$ cat src/rtl/vreg_writeback_sequencer.sv
// Vector register-file write-back sequencer: takes one grouped write command, then
// streams LMUL result beats into consecutive registers with tail-element byte masking.
module vreg_writeback_sequencer #(
  parameter int VLEN = 64,
  parameter int RA_W = 5,
  parameter int VL_W = 7
) (
  input  logic                 clk,
  input  logic                 rst,
  input  logic                 cmd_valid,
  output logic                 cmd_ready,
  input  logic [RA_W-1:0]      cmd_dest,
  input  logic [2:0]           cmd_sew,
  input  logic [2:0]           cmd_lmul,
  input  logic [VL_W-1:0]      cmd_vl,
  input  logic                 data_valid,
  output logic                 data_ready,
  input  logic [VLEN-1:0]      data_in,
  output logic [RA_W-1:0]      wa,
  output logic [VLEN-1:0]      wd,
  output logic                 wen,
  output logic [VLEN/8-1:0]    wbe,
  output logic                 done,
  output logic                 err
);

  localparam int NBYTES = VLEN / 8;
  localparam int ELEM_W = $clog2(8 * NBYTES);
  localparam int IDX_W  = ((VL_W > ELEM_W) ? VL_W : ELEM_W) + 1;

  typedef enum logic {S_IDLE, S_BEAT} state_t;

  // LMUL-1 doubles as the alignment mask for the group base register.
  function automatic logic [2:0] lmul_mask(input logic [1:0] lmul);
    case (lmul)
      2'd0:    lmul_mask = 3'd0;
      2'd1:    lmul_mask = 3'd1;
      2'd2:    lmul_mask = 3'd3;
      default: lmul_mask = 3'd7;
    endcase
  endfunction

  state_t             r_state;
  state_t             w_next;
  logic [RA_W-1:0]    r_dest;
  logic [1:0]         r_sew;
  logic [1:0]         r_lmul;
  logic [VL_W-1:0]    r_vl;
  logic [2:0]         r_beat;
  logic [RA_W-1:0]    r_wa;
  logic [VLEN-1:0]    r_wd;
  logic               r_wen;
  logic [NBYTES-1:0]  r_wbe;
  logic               r_done;
  logic               r_err;

  logic               w_cmd_go;
  logic               w_cmd_bad;
  logic               w_last;
  logic [IDX_W-1:0]   w_base;
  logic [NBYTES-1:0]  w_wbe;

  assign w_cmd_go  = cmd_valid & cmd_ready;
  assign w_cmd_bad = cmd_sew[2] | cmd_lmul[2] |
                     ((cmd_dest & RA_W'(lmul_mask(cmd_lmul[1:0]))) != '0);
  assign w_last    = (r_beat == lmul_mask(r_lmul));

  always_ff @(posedge clk) begin
    // NOTE: sequential state uses non-blocking assignments so every register samples pre-edge values.
    if (!rst) r_state <= S_IDLE;
    else      r_state <= w_next;
  end

  always_comb begin
    // NOTE: default first so no path through the case leaves w_next unassigned (no latch).
    w_next = r_state;
    case (r_state)
      S_IDLE:  if (w_cmd_go && !w_cmd_bad && (cmd_vl != '0)) w_next = S_BEAT;
      S_BEAT:  if (data_valid && w_last) w_next = S_IDLE;
      default: w_next = S_IDLE;
    endcase
  end

  always_comb begin
    cmd_ready  = (r_state == S_IDLE);
    data_ready = (r_state == S_BEAT);
  end

  // Element index of byte b in beat k is k*(VLEN/SEW) + b/(SEW/8); enable it while below vl.
  always_comb begin
    w_base = IDX_W'(r_beat) * (IDX_W'(NBYTES) >> r_sew);
    w_wbe  = '0;
    for (int b = 0; b < NBYTES; b++)
      w_wbe[b] = (w_base + (IDX_W'(b) >> r_sew)) < IDX_W'(r_vl);
  end

  always_ff @(posedge clk) begin
    if (!rst) begin
      r_dest <= '0;
      r_sew  <= '0;
      r_lmul <= '0;
      r_vl   <= '0;
      r_beat <= '0;
      r_wa   <= '0;
      r_wd   <= '0;
      r_wen  <= 1'b0;
      r_wbe  <= '0;
      r_done <= 1'b0;
      r_err  <= 1'b0;
    end else begin
      r_wen  <= 1'b0;
      r_done <= 1'b0;
      r_err  <= 1'b0;
      case (r_state)
        S_IDLE: begin
          if (w_cmd_go) begin
            if (w_cmd_bad) begin
              r_err <= 1'b1;
            end else if (cmd_vl == '0) begin
              r_done <= 1'b1;
            end else begin
              r_dest <= cmd_dest;
              r_sew  <= cmd_sew[1:0];
              r_lmul <= cmd_lmul[1:0];
              r_vl   <= cmd_vl;
              r_beat <= '0;
            end
          end
        end
        S_BEAT: begin
          if (data_valid) begin
            r_wa   <= r_dest + RA_W'(r_beat);
            r_wd   <= data_in;
            r_wbe  <= w_wbe;
            r_wen  <= |w_wbe;
            r_beat <= r_beat + 3'd1;
            r_done <= w_last;
          end
        end
        default: ;
      endcase
    end
  end

  assign wa   = r_wa;
  assign wd   = r_wd;
  assign wen  = r_wen;
  assign wbe  = r_wbe;
  assign done = r_done;
  assign err  = r_err;

endmodule

$ cat config.mk
export PLATFORM = sky130hd
export DESIGN_NAME = vreg_writeback_sequencer
export DESIGN_NICKNAME = d
export VERILOG_FILES = /design/src/rtl/vreg_writeback_sequencer.sv
export SDC_FILE = /design/constraint.sdc
export NUM_CORES = 1
export LEC_CHECK = 0
export ABC_AREA = 1
export BUFFER_PORTS_ARGS = -buffer_cell sky130_fd_sc_hd__buf_2
export CAP_MARGIN = 20
export CORE_MARGIN = 10
export CORE_UTILIZATION = 45
export DETAILED_ROUTE_END_ITERATION = 8
export GPL_ROUTABILITY_DRIVEN = 0
export PLACE_DENSITY = 0.73
export SKIP_LAST_GASP = 1
export SLEW_MARGIN = 10
export SYNTH_ARGS = -nofsm -noshare
export SYNTH_HDL_FRONTEND = slang
export SYNTH_SLANG_ARGS = --single-unit
$ cat constraint.sdc
create_clock -name clk -period 6.85 [get_ports clk]
set_clock_uncertainty 0.05 [all_clocks]
set_input_delay 0.685 -clock clk [delete_from_list [all_inputs] [get_ports clk]]
set_output_delay 0.685 -clock clk [all_outputs]
set_load 0.02 [all_outputs]
==> results of run 1 <==
-- per-layer routing --
| metal | wire (um) | up-vias | share of wire, % |
|---|---|---|---|
| met4 | 312 | 0 | 1.9 |
| met1 | 7135 | 2521 | 43 |
| met3 | 1162 | 24 | 7.0 |
| li1 | - | 2947 | - |
| met5 | 0 | - | 0 |
| met2 | 8048 | 123 | 48 |
-- power groups by stage --
stage	Clock, W	Sequential, W	Combinational [W]
floorplan	0	0.000623	0.000108
global placement	0	0.000613	0.000175
detailed placement	0	0.000614	0.000178
CTS	0.000513	0.000600	0.000179
global route	0.000534	0.000602	0.000207
finish	0.000497	0.000600	0.000179
-- final cells by class --
type / count / area, um^2
fillers: 1337 / 5966
multi-input cells: 618 / 3621
flip-flops and latches: 100 / 2002
repair buffers: 170 / 858.3
inverters: 78 / 292.8
clock buffers: 10 / 229.0
well taps: 176 / 220.2
clock inverters: 6 / 53.80
-- metrics by stage --
step / cells / hold WS [ns] / area (um^2) / power [W]
floorplan: 830 / 0.4118 / 6065 / 0.0007316
global placement: 1142 / 0.4056 / 6994 / 0.0007886
detailed placement: 1142 / 0.4159 / 6994 / 0.0007916
CTS: 1158 / 0.4325 / 7277 / 0.001292
global route: 1158 / 0.4533 / 7277 / 0.001343
finish: 1158 / 0.4255 / 7277 / 0.001276
-- worst max-delay path, delay by kind of cell, from the launching register on --
family                     cells  cell delay (ns)
adders and majority gates      4             2.23
DFF                            1             0.34
buffers and inverters          5             0.71
xor gates and xnor gates       1             0.15
and+or+nand+nor               12             1.03
-- layout by cell type, fill, tap and decap left out, drive strengths merged --
cell      netlist  final
o221ai          1      1
nor3            6      6
a21oi          46     46
o21bai          1      1
fa             10     10
clkinv          0      1
ha             75     75
nand3          24     24
clkinvlp        0      1
dfxtp         100    100
nor2          172    172
xnor2           8      8
o21ba           1      1
o22ai           2      2
nand2         139    139
and2            2      2
xor2           27     27
inv            78     82
o21ai         102    102
a31oi           1      1
clkbuf         25     10
or2             1      1
buf             9    170
-- final timing paths --
| check | startpoint | to | slack [ns] | cells past startpoint |
|---|---|---|---|---|
| max | r_sew[1] | wen | 2.24 | 22 |
| min | wd[23] | wd[23] | 0.43 | 2 |
| max reg2reg | r_sew[1] | wen | 2.24 | 22 |
| min reg2reg | wd[23] | wd[23] | 0.43 | 2 |
-- flip-flops by register name, indices dropped and copies added, names as in the netlist --
register,cells
wd,64
wbe,8
r_vl,7
r_dest,5
wa,5
r_beat,3
r_lmul,2
r_sew,2
data_ready,1
done,1
err,1
wen,1
-- cells by family after synthesis --
logic type | count (synthesis) | share of synthesized area, %
AO/OA/AOI/OAI | 154 | 12.96
XOR/XNOR | 35 | 5.055
adder cells (fa/ha/maj) | 85 | 18.77
buffers and inverters | 112 | 7.324
flip-flops | 100 | 33.01
AND/OR/NAND/NOR | 344 | 22.88
==> key figures, run 1 <==
CTS
  – CTS Root Cell: clkbuf_16
  – Post-CTS setup buffer count: 0
  – CTS tree: done
  – Reg clk slew, reported paths: 0.07 ns
  – TritonCTS Buffers: 9
  – H-tree depth: 3
  – Worst-Skew Late Latency: 0.36 ns
  – Hold_buf cts: 0
  – Number of sinks on the clock net: 100
  – CTS resizes: 0
  – Clock Path Buffers: 2

Critical path
  – CP peak stage delay: 0.93 ns
  – Startpoint Class: flip-flop
  – Setup crit end kind: flip-flop
  – Cells along the critical path: inv_1 > ha_1 > nand2_1 > fa_1 > inv_1 > fa_1 > inv_1 > nor2_8 > nand2_1 > xor2_1 > ha_1 > nand2_1 > inv_1 > nand2_1 > nand2_1 > nand2_1 > nand2_1 > nand2_1 > nor2_1 > nand3_1 > nand2_1 > inv_1
  – Slowest cell on crit path: fa_1
  – Critical Path Fanout Max: 14
  – CP most frequent cell: nand2_1
  – WS Path Type: flip-flop to flip-flop
  – Arr. time, crit path: 4.81 ns
  – CP Data Required Time: 7.05 ns

Global route
  – Pin count of the biggest net entering global routing: 98
  – Grt met1 use: 20.99%
  – GR Overflow Total: 0
  – GR Util met2: 30.16%
  – First-pass GRT wire length: 27.09 mm
  – Antenna violations before repair: 0
  – Global Route Usage Sum: 17.99%
  – Met3 Usage GRT: 6.568%
  – Vias in the first global route: 5468
  – Busiest grt layer: met2

Pwr
  – Pwr/cell area: 175.3 nW/um^2
  – Internal power: 0.0009177 W
  – Static Leak: 3.776 nW
  – Sw Share: 28.05%
  – Logic pwr share: 14.0%
  – VDD IR-drop max: 0.1828 mV
  – Psw: 0.0003578 W
  – Reg power frac: 47.1%
  – Clock power frac: 39.0%

STA
  – Tcrit/Tclk final: 67.23%
  – Fin worst setup slack: 2.245 ns
  – Hold Violations, Final: 0
  – Max Slew Vio Count: 0
  – Least-Margin Pin Slew: 0.9891 ns
  – Setup violations, final: 0
  – Relative slew slack: 33.87%
  – Tmin final: 4.605 ns
  – Fmax: 217.1 MHz
  – RSZ-0062 raised after global routing: no
  – TNS Setup: 0 ns

Yosys
  – Area share of the largest cell type after synthesis: 33.01%
  – Most common cell in the netlist: nor2_1
  – Yosys cell types: 30
  – Mean post-synth cell area: 7.307 um^2
  – Mapped cell area: 6065 um^2
  – Main synth FF type: dfxtp_1
  – Synth top cells by count: 171 x nor2_1, 137 x nand2_1, 100 x dfxtp_1, 97 x o21ai_0
  – Post-synthesis register bit count: 100
  – Yosys top cell by area: dfxtp_1
  – Post-Syn Instances: 830
  – Mapped Nets: 1001
  – Yosys Warn Count: 0
  – FFs w/ async S/R, synth: 0%
  – Register area share after synthesis: 33.01%
  – Post-synth EDFFs: 0
  – Ranking of synthesized cells by area: dfxtp_1 33%, ha_1 15%, nor2_1 11%, nand2_1 8.5%, o21ai_0 8.0%

Outcome
  – Outcome: finished clean

Detailed routing
  – WL per Instance: 14.39 um
  – Drt initial violations: 269
  – Vias per cell: 4.849
  – Antenna-violating nets left: 0
  – Drc violations: 0
  – Via count: 5615
  – Drt first pass iters: 4
  – DRT Wirelength: 16.66 mm

Placed design
  – Pre-CTS setup slack: 2.304 ns
  – Dpl hpwl: 12.90 mm
  – Port bufs: 167

Die
  – Initial Utilization: 45.80%
  – Row count: 42
  – Die area: 18520 um^2
  – Die W: 136.1 um
  – Top-level port count: 168
  – Core area: 13240 um^2
  – Die height: 136.1 um

Cells and area
  – Area Overhead vs Synth: 19.99%
  – Layout Nets: 1148
  – Number of diodes: 0
  – Fin util: 54.95%
  – Share of cells above drive strength 1: 20.16%

Job
  – Max-Cap Viols: 0

Hold path
  – Hold Crit Class: flip-flop to flip-flop
No activity file was read; power rests on OpenSTA's default activity.
==> inputs of run 2 (changes only) <==
==> constraint.sdc (replaced) <==
create_clock -name clk -period 4.7 [get_ports clk]
set_clock_uncertainty 0.05 [all_clocks]
set_input_delay 0.47 -clock clk [delete_from_list [all_inputs] [get_ports clk]]
set_output_delay 0.47 -clock clk [all_outputs]
set_load 0.02 [all_outputs]
==> key figures, run 2 (synthesis gave the netlist of run 1 again) <==
CTS
  – Clock Path Buffers: 2
  – Hold_buf cts: 0
  – TritonCTS Buffers: 9
  – CTS tree: done
  – H-tree depth: 3
  – Worst-Skew Late Latency: 0.35 ns
  – Number of sinks on the clock net: 100
  – Post-CTS setup buffer count: 0
  – Reg clk slew, reported paths: 0.08 ns
  – CTS Root Cell: clkbuf_16

Detailed routing
  – Drt first pass iters: 5
  – Drc violations: 0
  – WL per Instance: 14.67 um
  – DRT Wirelength: 17.01 mm
  – Drt initial violations: 326
  – Antenna-violating nets left: 0
  – Vias per cell: 4.916
  – Via count: 5702

Die
  – Core area: 13240 um^2
  – Die W: 136.1 um
  – Initial Utilization: 45.80%
  – Row count: 42
  – Top-level port count: 168
  – Die area: 18520 um^2
  – Die height: 136.1 um

Hold path
  – Cells on Worst Hold Path: 3
  – Hold Path End: wd[24]
  – Hold Crit Class: input port to flip-flop
  – Hold Crit Start: data_in[24]

Global route
  – Global Route Usage Sum: 17.97%
  – GR Overflow Total: 0
  – First-pass GRT wire length: 26.99 mm
  – Vias in the first global route: 5368
  – Pin count of the biggest net entering global routing: 70
  – Antenna violations before repair: 0

Job
  – Max-Cap Viols: 0

Critical path
  – Reg2reg setup slack: 0.41 ns
  – Arr. time, crit path: 4.50 ns
  – WS Path Type: flip-flop to flip-flop
  – Critical Path Fanout Max: 14
  – Worst r2r src: r_sew[1]
  – CP Data Required Time: 4.91 ns
  – Setup crit end kind: flip-flop
  – Startpoint Class: flip-flop
  – RR Endpoint: wen
  – Worst reg-to-reg path cell count: 24

Pwr
  – Reg power frac: 45.6%
  – Sw Share: 26.68%
  – Clock power frac: 40.7%
  – Static Leak: 3.803 nW
  – Logic pwr share: 13.7%
  – Psw: 0.0005119 W
  – Pwr/cell area: 261.7 nW/um^2
  – VDD IR-drop max: 0.1611 mV
  – Internal power: 0.001407 W

STA
  – Tmin final: 4.290 ns
  – WHS: 0.2977 ns
  – RSZ-0062 raised after global routing: no
  – Least-Margin Pin Slew: 0.9845 ns
  – Fmax: 233.1 MHz
  – Max Slew Vio Count: 0
  – Fin worst setup slack: 0.4097 ns
  – TNS Setup: 0 ns
  – Hold Violations, Final: 0
  – Tcrit/Tclk final: 91.28%
  – Relative slew slack: 34.18%
  – Setup violations, final: 0

Cells and area
  – Most frequent cells in the layout: 171 x nor2_1, 167 x buf_2, 136 x nand2_1, 100 x dfxtp_1, 97 x o21ai_0
  – Share of cells above drive strength 1: 20.53%
  – Multi-input combinational cell area: 3623 um^2
  – Layout fillers: 1308
  – Area Overhead vs Synth: 20.92%
  – Number of diodes: 0
  – FF/Latch Area: 2002 um^2
  – Final Cell Area: 7333 um^2
  – Most common cell after layout, fill and taps aside: nor2_1
  – Layout Nets: 1150
  – Largest register FFs: 64

Placed design
  – Placed cell area: 7009 um^2
  – Pre-CTS setup slack: 0.3767 ns
  – Port bufs: 167
  – Dpl hpwl: 13.29 mm

Outcome
  – Outcome: finished clean
-- run 2: cell types whose count changed in the layout (fill, tap and decap cells not counted) --
cell	previous run	this run
ha_1	75	74
clkbuf_1	1	0
clkbuf_8	0	1
inv_6	3	1
clkinv_8	0	1
ha_2	0	1
bufinv_16	0	1
buf_4	3	5
-- run 2: layer usage --
layer  vias up  track usage, %  routed length, um
met5         -               0                  0
met4         0           6.213                479
met2       158           30.29               8255
met3        33           5.535               1184
li1       2963               -                  -
met1      2548           21.14               7095
-- run 2: metrics by stage --
| step | power (W) | utilization, % | instances |
|---|---|---|---|
| after global placement | 0.001151 | 52.93 | 1144 |
| after detailed placement | 0.001157 | 52.93 | 1144 |
| final | 0.001919 | 55.38 | 1160 |
| after CTS | 0.001934 | 55.36 | 1160 |
| after global routing | 0.002012 | 55.38 | 1160 |
| after floorplan | 0.001066 | - | 830 |
-- run 2: power groups by stage --
stage / Combinational, W / Sequential [W] / Clock (W)
6_report: 0.000263 / 0.000875 / 0.000781
5_1_grt: 0.000303 / 0.000877 / 0.000832
4_1_cts: 0.000264 / 0.000875 / 0.000795
3_5_place_dp: 0.000262 / 0.000894 / 0
3_3_place_gp: 0.000258 / 0.000894 / 0
2_1_floorplan: 0.000158 / 0.000908 / 0
-- run 2: critical path, cell delays in order, from the launching register on --
cell,delay (ns)
dfxtp_1,0.34
inv_1,0.26
ha_1,0.44
nand2_1,0.09
inv_1,0.08
fa_1,0.42
ha_1,0.53
ha_2,0.45
a21oi_1,0.22
nand2_1,0.13
xor2_1,0.16
ha_1,0.30
nand2_1,0.05
inv_1,0.04
nand2_1,0.05
nand2_1,0.05
nand2_1,0.05
nand2_1,0.05
nand2_1,0.05
nand2_1,0.08
nand2_1,0.06
nor2_1,0.08
nand3_1,0.07
nand2_1,0.06
inv_1,0.03
-- run 2: layout make-up --
cell class	instances	area share [%]
clock buffers	10	3.259
flip-flops and latches	100	27.30
multi-input cells	618	49.41
inverters	78	3.992
repair buffers	172	11.91
well taps	176	3.003
clock inverters	6	1.126
-- run 2: timing repair --
item	in CTS	in global routing
endpoints found under the setup margin	0	1
hold endpoints to repair	0	0
resized for setup	0	1
-- run 2: how the worst max path moves through the flow --
stage,start,to,slack [ns],cells past startpoint
final,r_sew[1],wen,0.41,24
after global routing,r_sew[1],wen,0.03,24
after CTS,r_sew[1],wen,0.38,23
after detailed placement,r_sew[1],wen,0.38,23
after global placement,r_sew[1],wen,0.51,23
after floorplan,r_sew[1],wen,0.99,22
==> inputs of run 3 (changes only) <==
--- a/config.mk
+++ b/config.mk
@@ -8,11 +8,13 @@
 export ABC_AREA = 1
 export BUFFER_PORTS_ARGS = -buffer_cell sky130_fd_sc_hd__buf_2
 export CAP_MARGIN = 20
+export CELL_PAD_IN_SITES_DETAIL_PLACEMENT = 1
+export CELL_PAD_IN_SITES_GLOBAL_PLACEMENT = 2
 export CORE_MARGIN = 10
-export CORE_UTILIZATION = 45
+export CORE_UTILIZATION = 29
 export DETAILED_ROUTE_END_ITERATION = 8
 export GPL_ROUTABILITY_DRIVEN = 0
-export PLACE_DENSITY = 0.73
+export PLACE_DENSITY = 0.84
 export SKIP_LAST_GASP = 1
 export SLEW_MARGIN = 10
 export SYNTH_ARGS = -nofsm -noshare
==> key figures, run 3 (synthesis gave the netlist of run 1 again) <==
Outcome
  – Outcome: finished clean

CTS
  – TritonCTS Buffers: 9
  – Hold_buf cts: 0
  – CTS resizes: 0
  – CTS tree: done
  – Reg clk slew, reported paths: 0.08 ns
  – Clock Path Buffers: 2
  – H-tree depth: 3
  – Number of sinks on the clock net: 100
  – CTS Root Cell: clkbuf_16
  – Post-CTS setup buffer count: 0
  – Worst-Skew Late Latency: 0.35 ns

Cells and area
  – Most common cell after layout, fill and taps aside: nor2_1
  – Final cell count without fillers: 1257
  – Layout Nets: 1153
  – Area Overhead vs Synth: 22.84%
  – Number of diodes: 0
  – Final Cell Area: 7450 um^2
  – Most frequent cells in the layout: 171 x nor2_1, 167 x buf_2, 136 x nand2_1, 100 x dfxtp_1, 97 x o21ai_0
  – Layout fillers: 2652
  – Share of cells above drive strength 1: 20.67%
  – Largest register FFs: 64

Hold path
  – Hold Crit Start: data_in[25]
  – Cells on Worst Hold Path: 3
  – Hold Crit Class: input port to flip-flop
  – Hold Path End: wd[25]

Critical path
  – WP buf/inv: 4
  – Setup crit end kind: flip-flop
  – Reg2reg setup slack: 0.43 ns
  – CP Data Required Time: 4.91 ns
  – Arr. time, crit path: 4.48 ns
  – Critical Path Fanout Max: 14
  – Worst reg-to-reg path cell count: 23
  – CP peak stage delay: 0.61 ns
  – Startpoint Class: flip-flop
  – Slowest cell on crit path: ha_1
  – Cells along the critical path: inv_1 > ha_1 > nand2_1 > inv_1 > fa_1 > ha_1 > ha_1 > a21oi_1 > nand2_1 > nand2_1 > xor2_1 > ha_1 > nand2_1 > inv_1 > nand2_1 > nand2_1 > nand2_1 > nand2_1 > nand2_1 > nor2_1 > nand3_1 > nand2_1 > inv_1
  – RR Endpoint: wen
  – Family with the most delay on the worst path: adder cells
  – Worst r2r src: r_sew[1]
  – CP most frequent cell: nand2_1
  – WS Path Type: flip-flop to flip-flop
  – Critical path depth: 23

STA
  – Relative slew slack: 27.66%
  – Least-Margin Pin Slew: 1.085 ns
  – Tmin final: 4.273 ns
  – WHS: 0.2908 ns
  – RSZ-0062 raised after global routing: no
  – Fmax: 234.0 MHz
  – Hold Violations, Final: 0
  – TNS Setup: 0 ns
  – Setup violations, final: 0
  – Tcrit/Tclk final: 90.92%
  – Max Slew Vio Count: 0

Global route
  – First-pass GRT wire length: 31.62 mm
  – Antenna violations before repair: 3
  – Global Route Usage Sum: 14.61%
  – Vias in the first global route: 6028
  – Pin count of the biggest net entering global routing: 71
  – GR Overflow Total: 0

Die
  – Die height: 164.6 um
  – Row count: 52
  – Top-level port count: 168
  – Die area: 27100 um^2
  – Core area: 20430 um^2
  – Initial Utilization: 29.69%
  – Die W: 164.6 um

Placed design
  – Dpl hpwl: 15.68 mm
  – Cells after DPL: 1240
  – Port bufs: 167
  – Placed cell area: 7142 um^2

Job
  – Max-Cap Viols: 0

Detailed routing
  – Antenna-violating nets left: 0
  – WL per Instance: 15.75 um
  – Via count: 5724
  – Vias per cell: 4.554
  – DRT Wirelength: 19.80 mm
  – Drt initial violations: 230
  – Drt first pass iters: 4
  – Drc violations: 0

Pwr
  – Pwr/cell area: 253.2 nW/um^2
  – Total chip power: 0.001886 W
  – VDD IR-drop max: 0.1637 mV
  – Static Leak: 3.814 nW
[run 3: changes by cell type in the layout (fill, tap and decap cells not counted), sizes merged]
cell      before  now
clkbuf        10    9
clkinv         2    4
bufinv         1    0
clkinvlp       1    0
buf          172  175
inv           80   81
[run 3: stage by stage]
step	utilization (%)	setup slack, ns
global placement	34.96	0.5076
finish	36.46	0.4267
global route	36.46	0.02649
floorplan	-	0.9882
CTS	36.39	0.4322
detailed placement	34.96	0.4494
[run 3: how the worst max path moves through the flow]
stage | endpoint | start
finish | wen | r_sew[1]
global route | wen | r_sew[1]
CTS | wen | r_sew[1]
detailed placement | wen | r_sew[1]
global placement | wen | r_sew[1]
floorplan | wen | r_sew[1]
[run 3: worst min-delay path: stages]
cell and delay (ns):
buf_2 0.07, o21ai_1 0.06, nor2_1 0.07
[run 3: power by group]
| group | internal [W] | switching, W | total, W |
|---|---|---|---|
| sequential | 0.000864 | 0.0000101 | 0.000874 |
| clock | 0.000373 | 0.000370 | 0.000743 |
| combinational | 0.000105 | 0.000164 | 0.000268 |
| total | 0.00134 | 0.000544 | 0.00189 |
[run 3: cell type report]
cell class	count	area [um^2]	share of cell area, %
Multi-Input combinational cell	618	3621	48.61
Sequential cell	100	2002	26.87
Timing Repair Buffer	175	903.4	12.13
Tap cell	270	337.8	4.535
Inverter	78	292.8	3.930
Clock buffer	9	225.2	3.023
Clock inverter	7	67.56	0.9070
[run 3: layer usage]
layer  global-route usage [%]  vias up  part of all wire [%]
met1                    16.72     2658                    43
met2                    25.84       87                    51
met3                    4.556       18                   5.7
met4                    3.623        2                   1.1
li1                         -     2959                     -
met5                        0        -                 0.066
